==> config.mk <==
export PLATFORM = sky130hd
export DESIGN_NAME = dll_envelope_prep_flat
export DESIGN_NICKNAME = d
export VERILOG_FILES = /design/src/rtl/dll_envelope_prep_if.sv /design/src/rtl/dll_envelope_prep.sv /design/src/flat_wrapper.sv
export SDC_FILE = /design/constraint.sdc
export NUM_CORES = 1
export LEC_CHECK = 0
export ABC_AREA = 1
export ABC_CLOCK_PERIOD_IN_PS = 16550
export CAP_MARGIN = 20
export CORE_MARGIN = 2
export CORE_UTILIZATION = 55
export CTS_BUF_LIST = sky130_fd_sc_hd__clkbuf_4 sky130_fd_sc_hd__clkbuf_8 sky130_fd_sc_hd__clkbuf_16
export CTS_CLUSTER_SIZE = 30
export DETAILED_ROUTE_END_ITERATION = 16
export PLACE_DENSITY = 0.75
export SKIP_CTS_REPAIR_TIMING = 1
export SYNTH_ARGS = -nofsm -noshare
export SYNTH_HDL_FRONTEND = slang
export SYNTH_SLANG_ARGS = --single-unit
==> constraint.sdc <==
create_clock -name clk -period 16.55 [get_ports clk]
set_clock_uncertainty 0.05 [all_clocks]
set_input_delay 1.655 -clock clk [delete_from_list [all_inputs] [get_ports clk]]
set_output_delay 1.655 -clock clk [all_outputs]
set_load 0.05 [all_outputs]
==> src/rtl/dll_envelope_prep_if.sv <==
// Handshake and data bundle between a correlator-dump source and dll_envelope_prep.
// The slave modport is the envelope-prep side; the master modport is the requester.
interface dll_envelope_prep_if #(
   parameter int unsigned INPUT_WIDTH = 18,
   parameter int unsigned SUM_WIDTH   = 19,
   parameter int unsigned INDEX_WIDTH = 5
);
   logic                   start;
   logic [INPUT_WIDTH-1:0] i_early;
   logic [INPUT_WIDTH-1:0] q_early;
   logic [INPUT_WIDTH-1:0] i_late;
   logic [INPUT_WIDTH-1:0] q_late;
   logic                   busy;
   logic                   done;
   logic [SUM_WIDTH-1:0]   sum_out;
   logic [SUM_WIDTH-1:0]   diff_out;
   logic [INDEX_WIDTH-1:0] index_out;

   modport master (
      output start, i_early, q_early, i_late, q_late,
      input  busy, done, sum_out, diff_out, index_out
   );

   modport slave (
      input  start, i_early, q_early, i_late, q_late,
      output busy, done, sum_out, diff_out, index_out
   );
endinterface

==> src/rtl/dll_envelope_prep.sv <==
// Early/late envelope approximation (max + min/2) feeding the DLL truncators: produces
// E+L, E-L and the MSB index of E+L (clamped at MIN_INDEX) over a multi-cycle sequence.
module dll_envelope_prep #(
   parameter int unsigned INPUT_WIDTH = 18,
   parameter int unsigned SUM_WIDTH   = 19,
   parameter int unsigned INDEX_WIDTH = 5,
   parameter int unsigned MIN_INDEX   = 10
) (
   input logic                clk,
   input logic                reset,
   dll_envelope_prep_if.slave bus_io
);

   localparam logic [2:0] StIdle = 3'd0;
   localparam logic [2:0] StAbs  = 3'd1;
   localparam logic [2:0] StMagE = 3'd2;
   localparam logic [2:0] StMagL = 3'd3;
   localparam logic [2:0] StComb = 3'd4;
   localparam logic [2:0] StScan = 3'd5;
   localparam logic [2:0] StDone = 3'd6;

   localparam logic [INDEX_WIDTH-1:0] MinIdx = INDEX_WIDTH'(MIN_INDEX);
   localparam logic [INDEX_WIDTH-1:0] TopIdx = INDEX_WIDTH'(SUM_WIDTH - 1);

   logic [2:0]             state_q, state_d;
   logic [INPUT_WIDTH-1:0] ie_q, qe_q, il_q, ql_q;
   logic [INPUT_WIDTH-1:0] abs_ie_q, abs_qe_q, abs_il_q, abs_ql_q;
   logic [INPUT_WIDTH-1:0] mag_e_q, mag_l_q;
   logic [SUM_WIDTH-1:0]   sum_q, diff_q;
   logic [INDEX_WIDTH-1:0] k_q;
   logic                   busy_q, done_q;
   logic [SUM_WIDTH-1:0]   sum_out_q, diff_out_q;
   logic [INDEX_WIDTH-1:0] index_out_q;
   logic                   scan_hit;

   // Two's complement magnitude; the most negative input maps to 2^(W-1), which still fits.
   function automatic logic [INPUT_WIDTH-1:0] abs_val(input logic [INPUT_WIDTH-1:0] x);
      return x[INPUT_WIDTH-1] ? (~x + INPUT_WIDTH'(1)) : x;
   endfunction

   function automatic logic [INPUT_WIDTH-1:0] env_mag(input logic [INPUT_WIDTH-1:0] a,
                                                      input logic [INPUT_WIDTH-1:0] b);
      logic [INPUT_WIDTH-1:0] hi, lo;
      hi = (a > b) ? a : b;
      lo = (a > b) ? b : a;
      return hi + (lo >> 1);
   endfunction

   assign scan_hit = sum_q[k_q] || (k_q == MinIdx);

   always_comb begin
      state_d = state_q;
      case (state_q)
         StIdle:  if (bus_io.start) state_d = StAbs;
         StAbs:   state_d = StMagE;
         StMagE:  state_d = StMagL;
         StMagL:  state_d = StComb;
         StComb:  state_d = StScan;
         StScan:  if (scan_hit) state_d = StDone;
         StDone:  state_d = StIdle;
         default: state_d = StIdle;
      endcase
   end

   always_ff @(posedge clk or posedge reset) begin
      if (reset) begin
         state_q     <= StIdle;
         ie_q        <= '0;
         qe_q        <= '0;
         il_q        <= '0;
         ql_q        <= '0;
         abs_ie_q    <= '0;
         abs_qe_q    <= '0;
         abs_il_q    <= '0;
         abs_ql_q    <= '0;
         mag_e_q     <= '0;
         mag_l_q     <= '0;
         sum_q       <= '0;
         diff_q      <= '0;
         k_q         <= '0;
         busy_q      <= 1'b0;
         done_q      <= 1'b0;
         sum_out_q   <= '0;
         diff_out_q  <= '0;
         index_out_q <= '0;
      end else begin
         state_q <= state_d;
         busy_q  <= (state_d != StIdle);
         done_q  <= (state_d == StDone);
         case (state_q)
            StIdle: begin
               if (bus_io.start) begin
                  ie_q <= bus_io.i_early;
                  qe_q <= bus_io.q_early;
                  il_q <= bus_io.i_late;
                  ql_q <= bus_io.q_late;
               end
            end
            StAbs: begin
               abs_ie_q <= abs_val(ie_q);
               abs_qe_q <= abs_val(qe_q);
               abs_il_q <= abs_val(il_q);
               abs_ql_q <= abs_val(ql_q);
            end
            StMagE: mag_e_q <= env_mag(abs_ie_q, abs_qe_q);
            StMagL: mag_l_q <= env_mag(abs_il_q, abs_ql_q);
            StComb: begin
               sum_q  <= SUM_WIDTH'(mag_e_q) + SUM_WIDTH'(mag_l_q);
               diff_q <= SUM_WIDTH'(mag_e_q) - SUM_WIDTH'(mag_l_q);
               k_q    <= TopIdx;
            end
            StScan: begin
               // Results are published only here, so outputs hold between done pulses.
               if (scan_hit) begin
                  sum_out_q   <= sum_q;
                  diff_out_q  <= diff_q;
                  index_out_q <= k_q;
               end else begin
                  k_q <= k_q - INDEX_WIDTH'(1);
               end
            end
            default: ;
         endcase
      end
   end

   assign bus_io.busy      = busy_q;
   assign bus_io.done      = done_q;
   assign bus_io.sum_out   = sum_out_q;
   assign bus_io.diff_out  = diff_out_q;
   assign bus_io.index_out = index_out_q;

endmodule
==> src/flat_wrapper.sv <==
// flat-port wrapper written by rule: the top's interface ports become plain ports
module dll_envelope_prep_flat 
#(
   parameter int unsigned INPUT_WIDTH = 18,
   parameter int unsigned SUM_WIDTH   = 19,
   parameter int unsigned INDEX_WIDTH = 5,
   parameter int unsigned MIN_INDEX   = 10
)
  (clk, reset, bus_io_start, bus_io_i_early, bus_io_q_early, bus_io_i_late, bus_io_q_late, bus_io_busy, bus_io_done, bus_io_sum_out, bus_io_diff_out, bus_io_index_out);
  dll_envelope_prep_if #(.INPUT_WIDTH(INPUT_WIDTH), .SUM_WIDTH(SUM_WIDTH), .INDEX_WIDTH(INDEX_WIDTH)) bus_io_i ();
  input logic clk;
  input logic reset;
  input wire logic [$bits(bus_io_i.start)-1:0] bus_io_start;
  input wire logic [$bits(bus_io_i.i_early)-1:0] bus_io_i_early;
  input wire logic [$bits(bus_io_i.q_early)-1:0] bus_io_q_early;
  input wire logic [$bits(bus_io_i.i_late)-1:0] bus_io_i_late;
  input wire logic [$bits(bus_io_i.q_late)-1:0] bus_io_q_late;
  output wire logic [$bits(bus_io_i.busy)-1:0] bus_io_busy;
  output wire logic [$bits(bus_io_i.done)-1:0] bus_io_done;
  output wire logic [$bits(bus_io_i.sum_out)-1:0] bus_io_sum_out;
  output wire logic [$bits(bus_io_i.diff_out)-1:0] bus_io_diff_out;
  output wire logic [$bits(bus_io_i.index_out)-1:0] bus_io_index_out;
  assign bus_io_i.start = bus_io_start;
  assign bus_io_i.i_early = bus_io_i_early;
  assign bus_io_i.q_early = bus_io_q_early;
  assign bus_io_i.i_late = bus_io_i_late;
  assign bus_io_i.q_late = bus_io_q_late;
  assign bus_io_busy = bus_io_i.busy;
  assign bus_io_done = bus_io_i.done;
  assign bus_io_sum_out = bus_io_i.sum_out;
  assign bus_io_diff_out = bus_io_i.diff_out;
  assign bus_io_index_out = bus_io_i.index_out;
  dll_envelope_prep #(.INPUT_WIDTH(INPUT_WIDTH), .SUM_WIDTH(SUM_WIDTH), .INDEX_WIDTH(INDEX_WIDTH), .MIN_INDEX(MIN_INDEX)) u_core (.clk(clk), .reset(reset), .bus_io(bus_io_i));
endmodule
Word level (Yosys, flattened, before mapping) --
Cells that the tools add are included.
Cells by class: add/sub/neg operators 9, order comparisons 3, eq/ne operators 8, multiplexer cells 15, bitwise logic cells 4, reduce and logical (&&, ||, !) cells 7
Operators by type and width (count):
- 18-bit two-way mux | 8
- 18-bit by 1-bit adder with 18-bit output (second input constant) | 4
- 18-bit NOT | 4
- 18-bit by 17-bit adder with 18-bit output | 2
- 18-bit > comparator | 2
- 18-bit by 18-bit adder with 19-bit output | 1
- 18-bit by 18-bit subtractor with 19-bit output | 1
- 3-bit one-hot mux with 6 select lines | 1
- 5-bit one-hot mux with 2 select lines | 1
- 3-bit == test (second input constant) | 3
- 3-bit by 2-bit == test with 1-bit output (second input constant) | 2
- 5-bit by 6-bit less-than comparator with 1-bit output (second input constant) | 1
- 3-bit two-way mux | 2
- 2-bit AND reduction | 3
- 1-bit binary-select mux with 5-bit select | 1
- 5-bit by 4-bit == test with 1-bit output (second input constant) | 1
- 5-bit two-way mux | 1
- 5-bit by 1-bit subtractor with 5-bit output (second input constant) | 1
- 3-bit by 1-bit == test with 1-bit output (second input constant) | 1
- 3-bit logical NOT | 1
- 3-bit nonzero test | 1
- 2-bit != test (second input constant) | 1
- 2-bit nonzero test | 1
- 1-bit logical OR | 1
- 1-bit two-way mux | 1
Storage, ports and cells: bits in registers 271, input port bits 75, output and inout port bits 45, word-level logic and storage cells 65

Depth between registers and ports, before layout --
depth after elaboration 6, gate-level depth with buffers 26, mapped depth without buffers 25

Least setup slack after synthesis --
OpenSTA, ideal clock, no wires.
path type register to register, from register u_core.abs_ie_q[9], to register u_core.mag_e_q[14], setup time 117 ps, arrival time 3097 ps, required time 16383 ps, setup slack 13286 ps, stages on the path, launching flop included 20, path buffers 1, clock period less this slack 3264 ps, cells stage by stage dfrtp_1 > ha_1 > nand2_1 > nor2_1 > and3_1 > nand3_1 > nand2_2 > buf_2 > nand2_1 > o21ai_0 > ha_1 > inv_1 > fa_1 > o21ai_1 > a21boi_0 > or2_2 > nand2_1 > nand2_1 > nand3_1 > nand2_1
Between the ends: cells in the longest elaborated chain, start to end 3, elaborated cells between the ends (all ways) 4, classes of those cells add/sub: 1; order compare: 1; mux: 2
Ends and longest elaborated chain:
- start: declaration | RTL line dll_envelope_prep.sv:27 | logic [INPUT_WIDTH-1:0] abs_ie_q, abs_qe_q, abs_il_q, abs_ql_q;
- start signal: assignment | RTL line dll_envelope_prep.sv:100 | abs_ie_q <= abs_val(ie_q);
- 18-bit > comparator | RTL line dll_envelope_prep.sv:44, dll_envelope_prep.sv:45
- 18-bit two-way mux (on tied branches) | RTL line dll_envelope_prep.sv:44, dll_envelope_prep.sv:45
- 18-bit by 17-bit adder with 18-bit output (*) | RTL line dll_envelope_prep.sv:46 | return hi + (lo >> 1);
- end signal: assignment | RTL line dll_envelope_prep.sv:105 | StMagE: mag_e_q <= env_mag(abs_ie_q, abs_qe_q);
- end: declaration | RTL line dll_envelope_prep.sv:28 | logic [INPUT_WIDTH-1:0] mag_e_q, mag_l_q;
Every way passes the cells marked *; elsewhere a longest branch is shown, timed or not. A chain may end at the register's enable or synchronous reset.

Worst setup path after layout --
Ends and elaborated chain as after synthesis.

==> results.txt <==
The die covers 32,570 um^2. The number of standard cells after synthesis is 2,292. For this configuration, the core starts out at a cell density of 0.5599. The number of DRC violations after detailed routing is 0. Input and output buffers added on the ports amount to 119. In the final design database the tool counted 2,564 nets. The worst setup path is captured at a register. The number of global-route vias before repair is 14,810.

The standard-cell row count came out at between 60 and 70. The number of levels in the clock H-tree came out at 1. The max-slew violation count came out at 0. The buffer levels on the longest clock path is 3. The final hold violation count was 0. The routed wirelength normalized by instance count is 16.70 um. The share of the Yosys chip area taken by registers is 0.3930. Leaving out fill and tap cells, the most frequent cell in the layout is sky130_fd_sc_hd__nand2_1. The vertical extent of the die is approximately 180 um. The die is 180.5 um wide. The dominant delay contributor by cell family on the critical path is simple AND/OR/NAND/NOR gates. The routed wire length on met3 is 2320 um. The number of setup violations in the final report is 0.

The clock drives ~270 sinks. The wire length on met2 came out at approximately 22,000 um. The number of detailed-route iterations in the first pass is 5. The first-pass GRT wire length is between 70,000 and 80,000 um. The number of nets in the synthesized netlist is approximately 2,500. The met1 routed wirelength after detailed routing came out at 20,450 um.

The initial antenna violation count is 0. For the pin with the worst max-slew slack, the measured transition is 1012 ps. Prior to clock tree synthesis, the placed netlist has a worst setup slack of 12,300 ps. The average instance area after synthesis is 7.473 um^2.

The fill cell total of the finished layout came out at between 2,000 and 3,000. The post-detailed-route count of antenna-violating nets came out at 0. The final design area excluding fillers came out at 19,570 um^2. The number of max-capacitance violations reported is 0. Routability-driven placement finished with a final weighted congestion of 0.9677. Setup repair after global routing left no endpoint under its margin. The synthesized design contains 269 register bits. The overall routed net length is approximately 47,000 um.

The smallest clock period supported by the final layout is computed as 4300 ps. The portion of the clock cycle consumed by the worst path in the final layout is 0.2598. The number of buffer and inverter instances along the worst setup path is 1. The yosys synthesis warning count came out at 0.

Data arrives at the worst endpoint at 4690 ps. The clock tree from TritonCTS is yes. By instance count, the cell type seen most on the critical path is sky130_fd_sc_hd__nand2_1.

The minimum setup slack among reg-to-reg paths came out at around 12,000 ps. The flow ran to the end, and the final reports show no timing, DRC or antenna violations. By startpoint and endpoint, the worst setup path is classified as reg -> reg.

The delay contributed by the slowest stage of the critical path came out at 640 ps. The nature of the critical path startpoint is a register. CTS placed an instance of sky130_fd_sc_hd__clkbuf_16 at the clock tree root. The fraction of post-synthesis cell area in the top cell type by area came out at 0.3930. The synthesized design contains 0 enable-type register cells. The headroom to the max-slew limit came out at 0.3229. After clock tree synthesis, the clock-pin slew on the worst setup and hold paths is 60 ps. The number of buffers created by CTS is 30. The largest net degree at the start of global routing is 130. The remaining global-route overflow came out at 0.

The total inserted antenna cells came out at 0. The data required time at the worst endpoint came out at 16,940 ps. The path class of the tightest hold or removal check is reg -> reg. The signed area change from the synthesized netlist to the final layout came out at 14.24%. The highest clock frequency the design can meet is about 230 MHz.

The overall via count from detail_route is between 15,000 and 20,000. The fraction of layout cells with a size suffix above 1 came out at 0.05136. The wire-length estimate of the detail-placed layout is ~36,000 um. The global routing usage summed across all routing layers is 0.2861. The count of pins on the block boundary is 120. By area the synthesized netlist is led by sky130_fd_sc_hd__dfrtp_1, sky130_fd_sc_hd__nand2_1, sky130_fd_sc_hd__ha_1, sky130_fd_sc_hd__o21ai_0, sky130_fd_sc_hd__inv_1. The post-detailed-placement cell area is 18,510 um^2.

Routed signal wires occupy layers up through met4. The cell with the biggest individual delay on the critical path is sky130_fd_sc_hd__o21ai_0. The library cell occupying the most area in the post-synthesis netlist is sky130_fd_sc_hd__dfrtp_1.

The via density per instance came out at 5.519. Setup slack on the critical path of the routed design comes to ~12,000 ps. The DRC marker count from the first detailed-route iteration is between 1,000 and 1,500. The share of flip-flops with an asynchronous set or reset after synthesis is 1.000.

The most used flip-flop cell after synthesis is sky130_fd_sc_hd__dfrtp_1. In the layout the commonest cells are sky130_fd_sc_hd__nand2_1, sky130_fd_sc_hd__dfrtp_1, sky130_fd_sc_hd__inv_1. Traced cell by cell, the critical path runs through ha_1 > nand2_1 > nor2_1 > nand3_1 > nand3_1 > nand2_1 > nand2_1 > nand2_2 > o21ai_0 > inv_1 > fa_1 > o21ai_1 > a21boi_0 > or2_2 > nand2_1 > nand2_1 > nand3_1 > nand2_1. Setup total negative slack on the finished layout was measured at 0 ps. The synthesized area is 17,130 um^2. The maximum fanout along the worst path is 70. The number of distinct library cell variants in the gate-level netlist after synthesis came out at between 40 and 50. The area of the placeable core is between 30,000 and 40,000 um^2.

The clock latency reported for the late side of the worst-skew pair came out at roughly 560 ps.
## tightest hold or removal path, stage by stage (launching register included)
cell and delay [ps]:
sky130_fd_sc_hd__dfrtp_1 340, sky130_fd_sc_hd__nand2_1 60, sky130_fd_sc_hd__nand2_1 50
## layout make-up
class | instances | area [um^2] | area share
Clock inverter | 10 | 155.1 | 0.007929
Multi-Input combinational cell | 1694 | 9079 | 0.4640
Timing Repair Buffer | 129 | 1266 | 0.06471
Clock buffer | 44 | 898.4 | 0.04591
Inverter | 249 | 942.2 | 0.04815
Sequential cell | 269 | 6731 | 0.3440
Tap cell | 396 | 495.5 | 0.02532
## Yosys cell counts (4+ instances only)
cell type	count
sky130_fd_sc_hd__nand4_1	29
sky130_fd_sc_hd__ha_1	112
sky130_fd_sc_hd__buf_4	6
sky130_fd_sc_hd__nand3b_1	6
sky130_fd_sc_hd__fa_1	4
sky130_fd_sc_hd__a21o_1	9
sky130_fd_sc_hd__dfrtp_1	269
sky130_fd_sc_hd__mux2_2	24
sky130_fd_sc_hd__buf_6	4
sky130_fd_sc_hd__o211ai_1	8
sky130_fd_sc_hd__nor3_1	25
sky130_fd_sc_hd__nor4_1	6
sky130_fd_sc_hd__nand2_1	562
sky130_fd_sc_hd__a21oi_1	160
sky130_fd_sc_hd__buf_2	35
sky130_fd_sc_hd__a31oi_1	11
sky130_fd_sc_hd__o21ai_0	209
sky130_fd_sc_hd__o21ai_2	5
sky130_fd_sc_hd__or2_2	14
sky130_fd_sc_hd__nor2_1	221
sky130_fd_sc_hd__xor2_1	45
sky130_fd_sc_hd__nand3_1	155
sky130_fd_sc_hd__clkbuf_1	31
sky130_fd_sc_hd__a211oi_1	4
sky130_fd_sc_hd__o31ai_1	10
sky130_fd_sc_hd__o22ai_1	7
sky130_fd_sc_hd__inv_1	243
sky130_fd_sc_hd__clkinv_1	4
sky130_fd_sc_hd__o21ai_1	31
sky130_fd_sc_hd__xnor2_1	14
## logic make-up after synthesis
group,after synthesis,share of synthesized area
adder cells (fa/ha/maj),116,0.08649
AO/OA/AOI/OAI,465,0.1446
buffers and inverters,329,0.07795
flip-flops,269,0.3930
AND/OR/NAND/NOR,1030,0.2520
XOR/XNOR,59,0.03017
multiplexers,24,0.01578
## worst paths after layout
kind / startpoint / end / depth (start not counted)
worst min register to register: u_core.diff_q[9] / u_core.bus_io.diff_out[9] / 2
worst max-delay path: u_core.abs_ie_q[9] / u_core.mag_e_q[14] / 18
worst max register to register: u_core.abs_ie_q[9] / u_core.mag_e_q[14] / 18
max in group asynchronous: reset / u_core.abs_ie_q[0] / 3
min in group asynchronous: reset / u_core.abs_il_q[9] / 2
worst min-delay path: u_core.diff_q[9] / u_core.bus_io.diff_out[9] / 2
## metrics by stage
stage | instances | hold slack (ps) | utilization
after floorplan | 2292 | 392.2 | -
after global placement | 2737 | 407.6 | 0.6052
after detailed placement | 2737 | 409.9 | 0.6052
after CTS | 2791 | 425.4 | 0.6397
after global routing | 2791 | 440.9 | 0.6397
final | 2791 | 422.1 | 0.6397
## per-layer routing
metal,vias up,GRT usage
met5,-,0
met4,0,0.1068
met3,100,0.02749
met2,461,0.4815
met1,7152,0.3847
li1,7691,-
Power is left out: the tool's default activity adds up to more than one toggle a clock period on the data nets, which glitch-free logic cannot reach.
